## config.mk

```make
export PLATFORM = sky130hd
export DESIGN_NAME = ifft_frame_sched
export DESIGN_NICKNAME = d
export VERILOG_FILES = /design/src/rtl/ifft_frame_sched.sv
export SDC_FILE = /design/constraint.sdc
export NUM_CORES = 1
export LEC_CHECK = 0
export BUFFER_PORTS_ARGS = -buffer_cell sky130_fd_sc_hd__buf_2
export CAP_MARGIN = 20
export CORE_MARGIN = 5
export CORE_UTILIZATION = 35
export CTS_BUF_LIST = sky130_fd_sc_hd__clkbuf_4 sky130_fd_sc_hd__clkbuf_8
export CTS_CLUSTER_SIZE = 24
export DETAILED_ROUTE_END_ITERATION = 8
export GPL_TIMING_DRIVEN = 0
export HOLD_SLACK_MARGIN = 0.1
export PLACE_DENSITY = 0.69
export SETUP_SLACK_MARGIN = 0.4
export SLEW_MARGIN = 20
export SYNTH_ARGS = -nofsm -noshare
export SYNTH_HDL_FRONTEND = slang
export SYNTH_SLANG_ARGS = --single-unit
```

## constraint.sdc

```tcl
create_clock -name iclk -period 1.7 [get_ports iclk]
set_clock_uncertainty 0.1 [all_clocks]
set_input_delay 0.17 -clock iclk [delete_from_list [all_inputs] [get_ports iclk]]
set_output_delay 0.17 -clock iclk [all_outputs]
set_load 0.02 [all_outputs]
```

## src/rtl/ifft_frame_sched.sv

```systemverilog
// ifft_frame_sched: shares one 128-point IFFT between two sample producers, one whole frame at a time,
// with round-robin grants, an in-flight frame credit limit and source tagging of output frames.
module ifft_frame_sched #(
  parameter int IFFT_STAGE   = 7,
  parameter int DWIDTH       = 16,
  parameter int MAX_INFLIGHT = 2
) (
  input  logic                  iclk,
  input  logic                  rst,
  input  logic                  req0_valid,
  input  logic [DWIDTH-1:0]     req0_re,
  input  logic [DWIDTH-1:0]     req0_im,
  output logic                  req0_ready,
  input  logic                  req1_valid,
  input  logic [DWIDTH-1:0]     req1_re,
  input  logic [DWIDTH-1:0]     req1_im,
  output logic                  req1_ready,
  output logic [DWIDTH-1:0]     pf_re,
  output logic [DWIDTH-1:0]     pf_im,
  output logic [IFFT_STAGE-1:0] pf_index,
  output logic                  pf_en,
  input  logic                  ifft_oen,
  output logic                  oframe_src,
  output logic                  oframe_done,
  output logic [1:0]            inflight,
  output logic                  busy,
  output logic                  err
);

  localparam logic [0:0]            ST_IDLE    = 1'b0;
  localparam logic [0:0]            ST_LOAD    = 1'b1;
  localparam logic [IFFT_STAGE-1:0] CNT_LAST   = {IFFT_STAGE{1'b1}};
  localparam logic [IFFT_STAGE-1:0] CNT_ONE    = {{(IFFT_STAGE-1){1'b0}}, 1'b1};
  localparam logic [1:0]            MAX_CREDIT = 2'(MAX_INFLIGHT);

  logic [0:0]              state_q, state_d;
  logic                    grant_q, grant_d;
  logic [IFFT_STAGE-1:0]   ld_cnt_q, ld_cnt_d;
  logic [IFFT_STAGE-1:0]   out_cnt_q, out_cnt_d;
  logic [1:0]              inflight_q, inflight_d;
  logic [MAX_INFLIGHT-1:0] fifo_q, fifo_d;
  logic [DWIDTH-1:0]       pf_re_q, pf_re_d, pf_im_q, pf_im_d;
  logic [IFFT_STAGE-1:0]   pf_index_q, pf_index_d;
  logic                    pf_en_q, pf_en_d;
  logic                    done_q, done_d;
  logic                    err_q, err_d;

  logic       arb_pick;
  logic       accept;
  logic       push;
  logic       pop;
  logic       oen_ok;
  logic [1:0] wr_idx;

  // grant_q doubles as the last-grant memory: it holds the winner until the next grant
  assign arb_pick   = (req0_valid && req1_valid) ? ~grant_q : req1_valid;
  assign req0_ready = (state_q == ST_LOAD) && !grant_q;
  assign req1_ready = (state_q == ST_LOAD) && grant_q;

  always_comb begin
    state_d  = state_q;
    grant_d  = grant_q;
    ld_cnt_d = ld_cnt_q;
    accept   = 1'b0;
    push     = 1'b0;
    case (state_q)
      ST_IDLE: begin
        if ((inflight_q < MAX_CREDIT) && (req0_valid || req1_valid)) begin
          grant_d = arb_pick;
          state_d = ST_LOAD;
        end else begin
          state_d = ST_IDLE;
        end
      end
      ST_LOAD: begin
        accept = grant_q ? req1_valid : req0_valid;
        if (accept) begin
          if (ld_cnt_q == CNT_LAST) begin
            ld_cnt_d = '0;
            state_d  = ST_IDLE;
            push     = 1'b1;
          end else begin
            ld_cnt_d = ld_cnt_q + CNT_ONE;
          end
        end else begin
          ld_cnt_d = ld_cnt_q;
        end
      end
      default: begin
        state_d = ST_IDLE;
      end
    endcase
  end

  always_comb begin
    pf_en_d = accept;
    if (accept) begin
      pf_index_d = ld_cnt_q;
      pf_re_d    = grant_q ? req1_re : req0_re;
      pf_im_d    = grant_q ? req1_im : req0_im;
    end else begin
      pf_index_d = pf_index_q;
      pf_re_d    = pf_re_q;
      pf_im_d    = pf_im_q;
    end
  end

  // Output beats only count while a frame is actually in flight; stray beats flag err
  always_comb begin
    oen_ok = ifft_oen && (inflight_q != 2'd0);
    pop    = oen_ok && (out_cnt_q == CNT_LAST);
    done_d = pop;
    err_d  = err_q || (ifft_oen && (inflight_q == 2'd0));
    if (oen_ok) begin
      out_cnt_d = pop ? '0 : (out_cnt_q + CNT_ONE);
    end else begin
      out_cnt_d = out_cnt_q;
    end
    case ({push, pop})
      2'b10:   inflight_d = inflight_q + 2'd1;
      2'b01:   inflight_d = inflight_q - 2'd1;
      default: inflight_d = inflight_q;
    endcase
  end

  // Source FIFO is a shift register whose occupancy always equals inflight_q; head is bit 0
  always_comb begin
    if (pop) begin
      fifo_d = fifo_q >> 1;
      wr_idx = inflight_q - 2'd1;
    end else begin
      fifo_d = fifo_q;
      wr_idx = inflight_q;
    end
    for (int i = 0; i < MAX_INFLIGHT; i++) begin
      if (push && (2'(i) == wr_idx)) begin
        fifo_d[i] = grant_q;
      end else begin
        fifo_d[i] = fifo_d[i];
      end
    end
  end

  always_ff @(posedge iclk or posedge rst) begin
    if (rst) begin
      state_q    <= ST_IDLE;
      grant_q    <= 1'b1;
      ld_cnt_q   <= '0;
      out_cnt_q  <= '0;
      inflight_q <= 2'd0;
      fifo_q     <= '0;
      pf_re_q    <= '0;
      pf_im_q    <= '0;
      pf_index_q <= '0;
      pf_en_q    <= 1'b0;
      done_q     <= 1'b0;
      err_q      <= 1'b0;
    end else begin
      state_q    <= state_d;
      grant_q    <= grant_d;
      ld_cnt_q   <= ld_cnt_d;
      out_cnt_q  <= out_cnt_d;
      inflight_q <= inflight_d;
      fifo_q     <= fifo_d;
      pf_re_q    <= pf_re_d;
      pf_im_q    <= pf_im_d;
      pf_index_q <= pf_index_d;
      pf_en_q    <= pf_en_d;
      done_q     <= done_d;
      err_q      <= err_d;
    end
  end

  assign pf_re       = pf_re_q;
  assign pf_im       = pf_im_q;
  assign pf_index    = pf_index_q;
  assign pf_en       = pf_en_q;
  assign oframe_src  = (inflight_q != 2'd0) && fifo_q[0];
  assign oframe_done = done_q;
  assign inflight    = inflight_q;
  assign busy        = (state_q == ST_LOAD) || (inflight_q != 2'd0);
  assign err         = err_q;

endmodule

```

==> flow_metrics.tcl, run 1 <==
set metrics [dict create \
    worst_rel_slew_slack_pct 48.9 \
    cap_violations 0 \
    max_stage_delay_ns 0.57 \
    layout-drive-gt1-share_pct 56.1 \
    critPathCaptureType "register" \
    avgSynthCellArea_um2 10.6 \
    outcome "finished, violations left" \
    detail_route.first_pass.iterations 4 \
    total_leakage_power_nw 2.68 \
    critical_path.cell_chain "mux2_4 > nand2_8 > buf_12 > nor2_4 > mux2_2" \
    min_path_type "in2reg" \
    muxShareOfSynthArea_pct 14.4 \
    post-place-cells 497 \
    cts_bufs_inserted 9 \
    number_of_global_route_vias_before_repair 3105 \
    ctsHtreeMaxLevel 3 \
    synth.distinct_cells 36 \
    finalSetupViolCount 1 \
    drt_wl_total_um 10200 \
    cts_tree "built" \
    rsz0062_at_grt "true" \
    floorplan.rows 33 \
    hold_violations 0 \
    floorplan.die.width_um 101 \
    clk_pin_slew_ns 0.07 \
    die_h_um 101 \
    clock-root-buffer "clkbuf_8" \
    timing.critical_path.from_type "register" \
    groute.usage.overall_pct 18.4 \
    drt-initial-drc-count 78 \
    post-layout-total-power_w 0.00467 \
    critical_path.slowest_cell "dfstp_2" \
    port_buffers 116 \
    netlist_instances 275 \
    start_util_pct 35.7 \
    ir_worst_vdd_mv 0.693 \
    timing.critical_path.required_ns 1.81 \
    timing.critical_path.arrival_ns 1.82 \
    final-max-slew-violation-count 0 \
    finish.cell_count_without_fillers 614 \
    wl_per_cell_um 16.5 \
    max-clock-path-buffers 2 \
    synth_top_family_by_area "simple AND/OR/NAND/NOR gates" \
    area.growth.synth_to_final_pct 91.0 \
    timing.setup.tns_ns -0.00709 \
    antenna_violating_nets_post_route 0 \
    final_util_pct 68.1 \
    power_density_mw_per_mm2 843 \
    placement.cell_area_mm2 0.00371 \
    synth_xor_area_share_pct 3.02 \
    globalplace.congestion 0.754 \
    achievable-frequency_mhz 586 \
    design_area_mm2 0.00554 \
    synth_compound_gate_area_share_pct 8.88 \
    startpoint_to_endpoint_class_of_the_critical_path "reg2reg" \
    synth-adder-area-share_pct 1.72 \
    failed_checks "setup timing" \
    design.core.area_mm2 0.00813 \
    drt_drc_violations_left 0 \
    grt_overflow_total 0 \
    synth.yosys.warnings 0 \
    worstMarginPinSlew_ns 0.762 \
    yosysSeqAreaShare_pct 53.5 \
    num_io_pins 117 \
    setup_ws_ns -0.00709 \
    worst_skew_pair.late_latency_ns 0.32 \
    die_area_mm2 0.0102 \
    routed-via-count 2971 \
    fin_nets 577 \
    ys_seq_elements 62 \
    fin_crit_sh_pct 100 \
    vias_per_cell 4.84 \
    mapped_cell_area_mm2 0.00290 \
    cp_max_fo 8 \
    final.min_clock_period_ns 1.71 \
    dp.final_hpwl_um 5500 \
    grt_first_pass_wirelength_um 14800 \
    grt_start_max_net_pins 33 \
    antenna_violations_before_repair 0 \
    yosys.area_share.simple_pct 15.4 \
    syn-num-nets 348 \
    cts.sinks 62 \
]
[synthesized netlist by cell type]
cell type	count	area (um2)
a21oi_2	1	8.76
ha_1	4	50.1
dfstp_2	1	26.3
a31oi_1	1	6.26
nor3_1	1	5.00
buf_2	8	40.0
mux2_4	1	15.0
and2_1	1	6.26
o21a_1	1	7.51
nand4_4	2	42.5
dfrtp_1	61	1530
nor2_4	1	11.3
o21ai_0	37	185
mux2i_1	38	380
nand4_1	3	18.8
nor2_1	9	33.8
mux2_2	2	22.5
or3_1	1	6.26
o211ai_1	1	7.51
nand2_1	63	236
and2b_1	1	7.51
a21o_1	1	7.51
nand4b_4	1	23.8
xor2_1	2	17.5
o31ai_1	1	7.51
a22o_1	1	8.76
and3_1	5	31.3
nor2b_1	2	12.5
o32ai_1	1	8.76
nand2_2	1	6.26
buf_4	2	15.0
a21oi_1	2	10.0
clkbuf_1	3	11.3
nand3_1	1	5.00
inv_1	6	22.5
xnor2_1	8	70.1
[through the flow]
stage | hold WS, ns | worst slack (ns)
3_3_place_gp | 0.286 | -0.0586
4_1_cts | 0.105 | 0.0286
2_1_floorplan | 0.140 | -0.0476
5_1_grt | 0.147 | -0.0564
6_report | 0.132 | -0.00709
3_5_place_dp | 0.216 | -0.0895
[state kept, by name, summed over array words and instances, names as in the netlist]
signal,flops
pf_im,16
pf_re,16
ld_cnt_q,7
out_cnt_q,7
pf_index,7
fifo_q,2
inflight,2
err,1
grant_q,1
oframe_done,1
pf_en,1
state_q,1
[cells by family after synthesis]
| kind of cell | Yosys count |
|---|---|
| mux | 41 |
| flops | 62 |
| fa+ha+maj | 4 |
| compound gates | 47 |
| buf+inv | 19 |
| xor+xnor | 10 |
| simple gates | 92 |
[repair_timing]
action / CTS / global route
hold buffers: 68 / 0
setup endpoints to repair: 64 / 99
endpoints found under the hold margin: 64 / 0
cloned: 1 / 6
buffers inserted: 21 / 5
pin swaps: 10 / 43
gates resized for setup: 53 / 163
[cell type report]
class / count / area (um2)
Inverter: 6 / 48.8
Buffer: 13 / 181
Sequential cell: 62 / 1560
Antenna cell: 1 / 2.50
Clock buffer: 14 / 174
Timing Repair Buffer: 217 / 1710
Timing Repair inverter: 1 / 5.00
Multi-Input combinational cell: 194 / 1720
Tap cell: 105 / 131
Clock inverter: 1 / 5.00
Fill cell: 565 / 2590
[critical path, delay by kind of cell, from the launching register on]
family	cells	cell delay, ns
buffers and inverters	1	0.16
DFF	1	0.57
muxes	2	0.60
and+or+nand+nor	2	0.16
[routing by layer]
layer,global-route usage (%),wire length (um),share of wire (%),vias up
li1,-,-,-,1412
met4,7.77,199,2.0,0
met1,19.8,3760,37,1450
met2,34.6,5730,56,90
met5,0,0,0,-
met3,3.81,465,4.6,19
[report_power, final]
part | switching, W | leakage [nW] | internal, W
combinational | 0.000774 | 1.82 | 0.000757
sequential | 0.000241 | 0.761 | 0.00171
clock | 0.000538 | 0.0968 | 0.000649
[cells in the final DEF (no fill, tap or decap), types with 6 or more instances in the layout]
cell type,count
clkbuf_8,11
buf_12,7
nand2_4,25
o21ai_2,25
nor2_1,6
nand2_1,15
dfrtp_1,58
o21ai_1,11
clkbuf_4,6
dlygate4sd3_1,68
buf_4,15
nand2_2,23
buf_6,18
buf_2,110
xnor2_1,6
mux2i_1,36
[path summary, 6_finish.rpt]
| check | start | end | slack [ns] | cells after the start |
|---|---|---|---|---|
| setup / recovery | grant_q | ld_cnt_q[0] | -0.007 | 5 |
| hold / removal | req1_valid | state_q | 0.13 | 4 |
| setup reg to reg | grant_q | ld_cnt_q[0] | -0.007 | 5 |
| hold reg to reg | err | err | 0.36 | 1 |
| max in group asynchronous | rst | grant_q | 0.60 | 4 |
| min in group asynchronous | rst | pf_re[3] | 0.34 | 3 |
(Power assumes the default switching activity.)
==> run 2: changes to the inputs <==
--- a/config.mk
+++ b/config.mk
@@ -5,6 +5,7 @@
 export SDC_FILE = /design/constraint.sdc
 export NUM_CORES = 1
 export LEC_CHECK = 0
+export ABC_AREA = 1
 export BUFFER_PORTS_ARGS = -buffer_cell sky130_fd_sc_hd__buf_2
 export CAP_MARGIN = 20
 export CORE_MARGIN = 5
==> run 2 against run 1 <==
Net effect: the flow now finishes without violations; largest cell class unchanged; global-route usage is 2.3 points higher; sequential cell count is the same; combinational power increased by 17%; worst hold slack improved by 0.035 ns.
==> flow_metrics.tcl, run 2 <==
set metrics [dict create \
    outcome "finished clean" \
    yosysSeqAreaShare_pct 53.3 \
    power_density_mw_per_mm2 947 \
    drt_wl_total_um 11300 \
    insertedDiodeCount 0 \
    setup_ws_ns 0.0181 \
    max_stage_delay_ns 0.56 \
    startpoint_to_endpoint_class_of_the_critical_path "reg2reg" \
    ir_worst_vdd_mv 0.557 \
    timing.setup.tns_ns 0 \
    most_area_hungry_cell_type_in_the_yosys_netlist "dfrtp_1" \
    start_util_pct 35.6 \
    worst_skew_pair.late_latency_ns 0.33 \
    clock-root-buffer "clkbuf_8" \
    number_of_global_route_vias_before_repair 3532 \
    syn-num-nets 417 \
    layout-drive-gt1-share_pct 47.1 \
    wl_per_cell_um 16.4 \
    groute.usage.overall_pct 20.8 \
    hold_violations 0 \
    timing.critical_path.required_ns 1.81 \
    timing.critical_path.arrival_ns 1.80 \
    worst_rel_slew_slack_pct 67.2 \
    critPathCaptureType "register" \
    synth.distinct_cells 30 \
    avgSynthCellArea_um2 8.46 \
    synth_enable_flop_cells 0 \
    grt_overflow_total 0 \
    crit-reg2reg-launch "grant_q" \
    min_path_type "in2reg" \
    fin_nets 652 \
    design.core.area_mm2 0.00818 \
    ff2ff_path_depth 7 \
    timing.hold.worst_path_depth 4 \
    floorplan.die.width_um 101 \
    floorplan.rows 33 \
    die_h_um 101 \
    fin_hold_ws_ns 0.167 \
    ys_seq_elements 62 \
    mostFrequentLayoutCell "buf_2" \
    cts_tree "built" \
    cp_max_fo 5 \
    cts.sinks 62 \
    worstHoldStart "req0_valid" \
    synth_async_sr_flop_share_pct 100 \
    grt_start_max_net_pins 29 \
    synth_compound_gate_area_share_pct 12.1 \
    synth_xor_area_share_pct 1.80 \
    cap_violations 0 \
    placement.setup.worst_slack_ns -0.118 \
    synthTopCellsByArea "dfrtp_1 (52%), nand2_1 (13%), a31oi_1 (6.9%)" \
    synth-adder-area-share_pct 1.72 \
    worst_hold_path.endpoint "grant_q" \
    final.min_clock_period_ns 1.68 \
    synth_top_cell_area_share_pct 52.4 \
    dp.final_hpwl_um 6220 \
    die_area_mm2 0.0102 \
    muxShareOfSynthArea_pct 0.387 \
    vias_per_cell 4.97 \
    synthFlopType "dfrtp_1" \
    critical_path.slowest_cell "dfstp_2" \
    clk_pin_slew_ns 0.07 \
    post-place-cells 567 \
    cts_bufs_inserted 9 \
    num_io_pins 117 \
    final-max-slew-violation-count 0 \
    critical_path.most_common_cell "buf_6" \
    globalplace.congestion 0.834 \
    max-clock-path-buffers 2 \
    antenna_violating_nets_post_route 0 \
    fin_crit_sh_pct 98.9 \
    netlist_instances 344 \
    ctsHtreeMaxLevel 3 \
    detail_route.first_pass.iterations 4 \
    critical_path.cell_chain "buf_6 > buf_6 > nand3_4 > nand2_4 > buf_12 > buf_16 > mux2_4" \
    yosys.area_share.simple_pct 24.5 \
    synth.yosys.warnings 0 \
    worstMarginPinSlew_ns 0.492 \
    synthMostInstantiatedCell "nand2_1" \
    drt_drc_violations_left 0 \
    area.growth.synth_to_final_pct 90.9 \
    timing.critical_path.from_type "register" \
    drt-initial-drc-count 108 \
    port_buffers 116 \
    grt_first_pass_wirelength_um 16600 \
    leading_post_synthesis_cells_by_instance_count "nand2_1 (103), dfrtp_1 (61), nor2_1 (42), a31oi_1 (32), inv_1 (21)" \
    achievable-frequency_mhz 595 \
    layout_common_cells "buf_2 (113), nand2_1 (91), dlygate4sd3_1 (67)" \
    mapped_cell_area_mm2 0.00291 \
    crit_reg_reg_endpoint "pf_index[0]" \
    total_leakage_power_nw 2.61 \
    antenna_violations_before_repair 0 \
    synth_top_family_by_area "simple AND/OR/NAND/NOR gates" \
    finish.cell_count_without_fillers 689 \
    rsz0062_at_grt "true" \
    r2r_slack_ns 0.02 \
    fill_cells 594 \
    routed-via-count 3421 \
    finalSetupViolCount 0 \
]
## run 2: worst max path at each step
stage / endpoint / cells past startpoint / start / slack [ns]
global route: inflight[0] / 10 / inflight[0] / -0.02
CTS: pf_index[0] / 7 / grant_q / 0.05
floorplan: inflight[1] / 11 / inflight[1] / -0.03
detailed placement: inflight[1] / 7 / ld_cnt_q[0] / -0.12
global placement: inflight[1] / 7 / ld_cnt_q[0] / -0.07
finish: pf_index[0] / 7 / grant_q / 0.02
## run 2: repair_timing
item	4_1_cts	5_1_grt
endpoints found under the hold margin	68	0
resized for setup	52	78
pin swaps	22	12
hold buffers	67	0
cloned	3	0
setup buffers	30	6
setup endpoints to repair	63	66
## run 2: power by group
group	total, W	switching (W)	internal, W
Combinational	0.00179	0.000966	0.000827
Sequential	0.00195	0.000192	0.00176
Clock	0.00152	0.000564	0.000961
Total	0.00526	0.00172	0.00354
## run 2: layout make-up
cell class / count / area, um2 / share of cell area (%)
clock buffers: 13 / 173 / 3.11
flip-flops and latches: 62 / 1560 / 28.0
multi-input cells: 242 / 1580 / 28.5
repair buffers: 224 / 1740 / 31.3
plain buffers: 18 / 214 / 3.85
well taps: 105 / 131 / 2.36
clock inverters: 3 / 65.1 / 1.17
inverters: 22 / 96.3 / 1.73
## run 2: cell families after synthesis
logic type	Yosys count
buffers and inverters	40
AO/OA/AOI/OAI	59
multiplexers	1
AND/OR/NAND/NOR	172
flip-flops	62
adder cells (fa/ha/maj)	4
XOR/XNOR	6
## run 2: metal layers
| metal | part of all wire (%) | track usage [%] | vias up |
|---|---|---|---|
| met2 | 52 | 37.8 | 137 |
| met4 | 3.6 | 9.61 | 0 |
| li1 | - | - | 1602 |
| met1 | 39 | 23.8 | 1647 |
| met3 | 5.0 | 3.24 | 35 |
| met5 | 0 | 0 | - |
## run 2: metrics by stage
stage               util [%]  instance area, um2  power (W)
floorplan                  -                3040    0.00274
global route            68.0                5560    0.00554
global placement        45.9                3750    0.00316
CTS                     63.7                5210    0.00506
finish                  68.0                5560    0.00526
detailed placement      46.4                3790    0.00321
## run 2: critical path: cells and delay by family (launching register included)
kind                   cells  cell delay (ns)
DFF                        1             0.56
buffers and inverters      4             0.42
muxes                      1             0.29
and+or+nand+nor            2             0.18
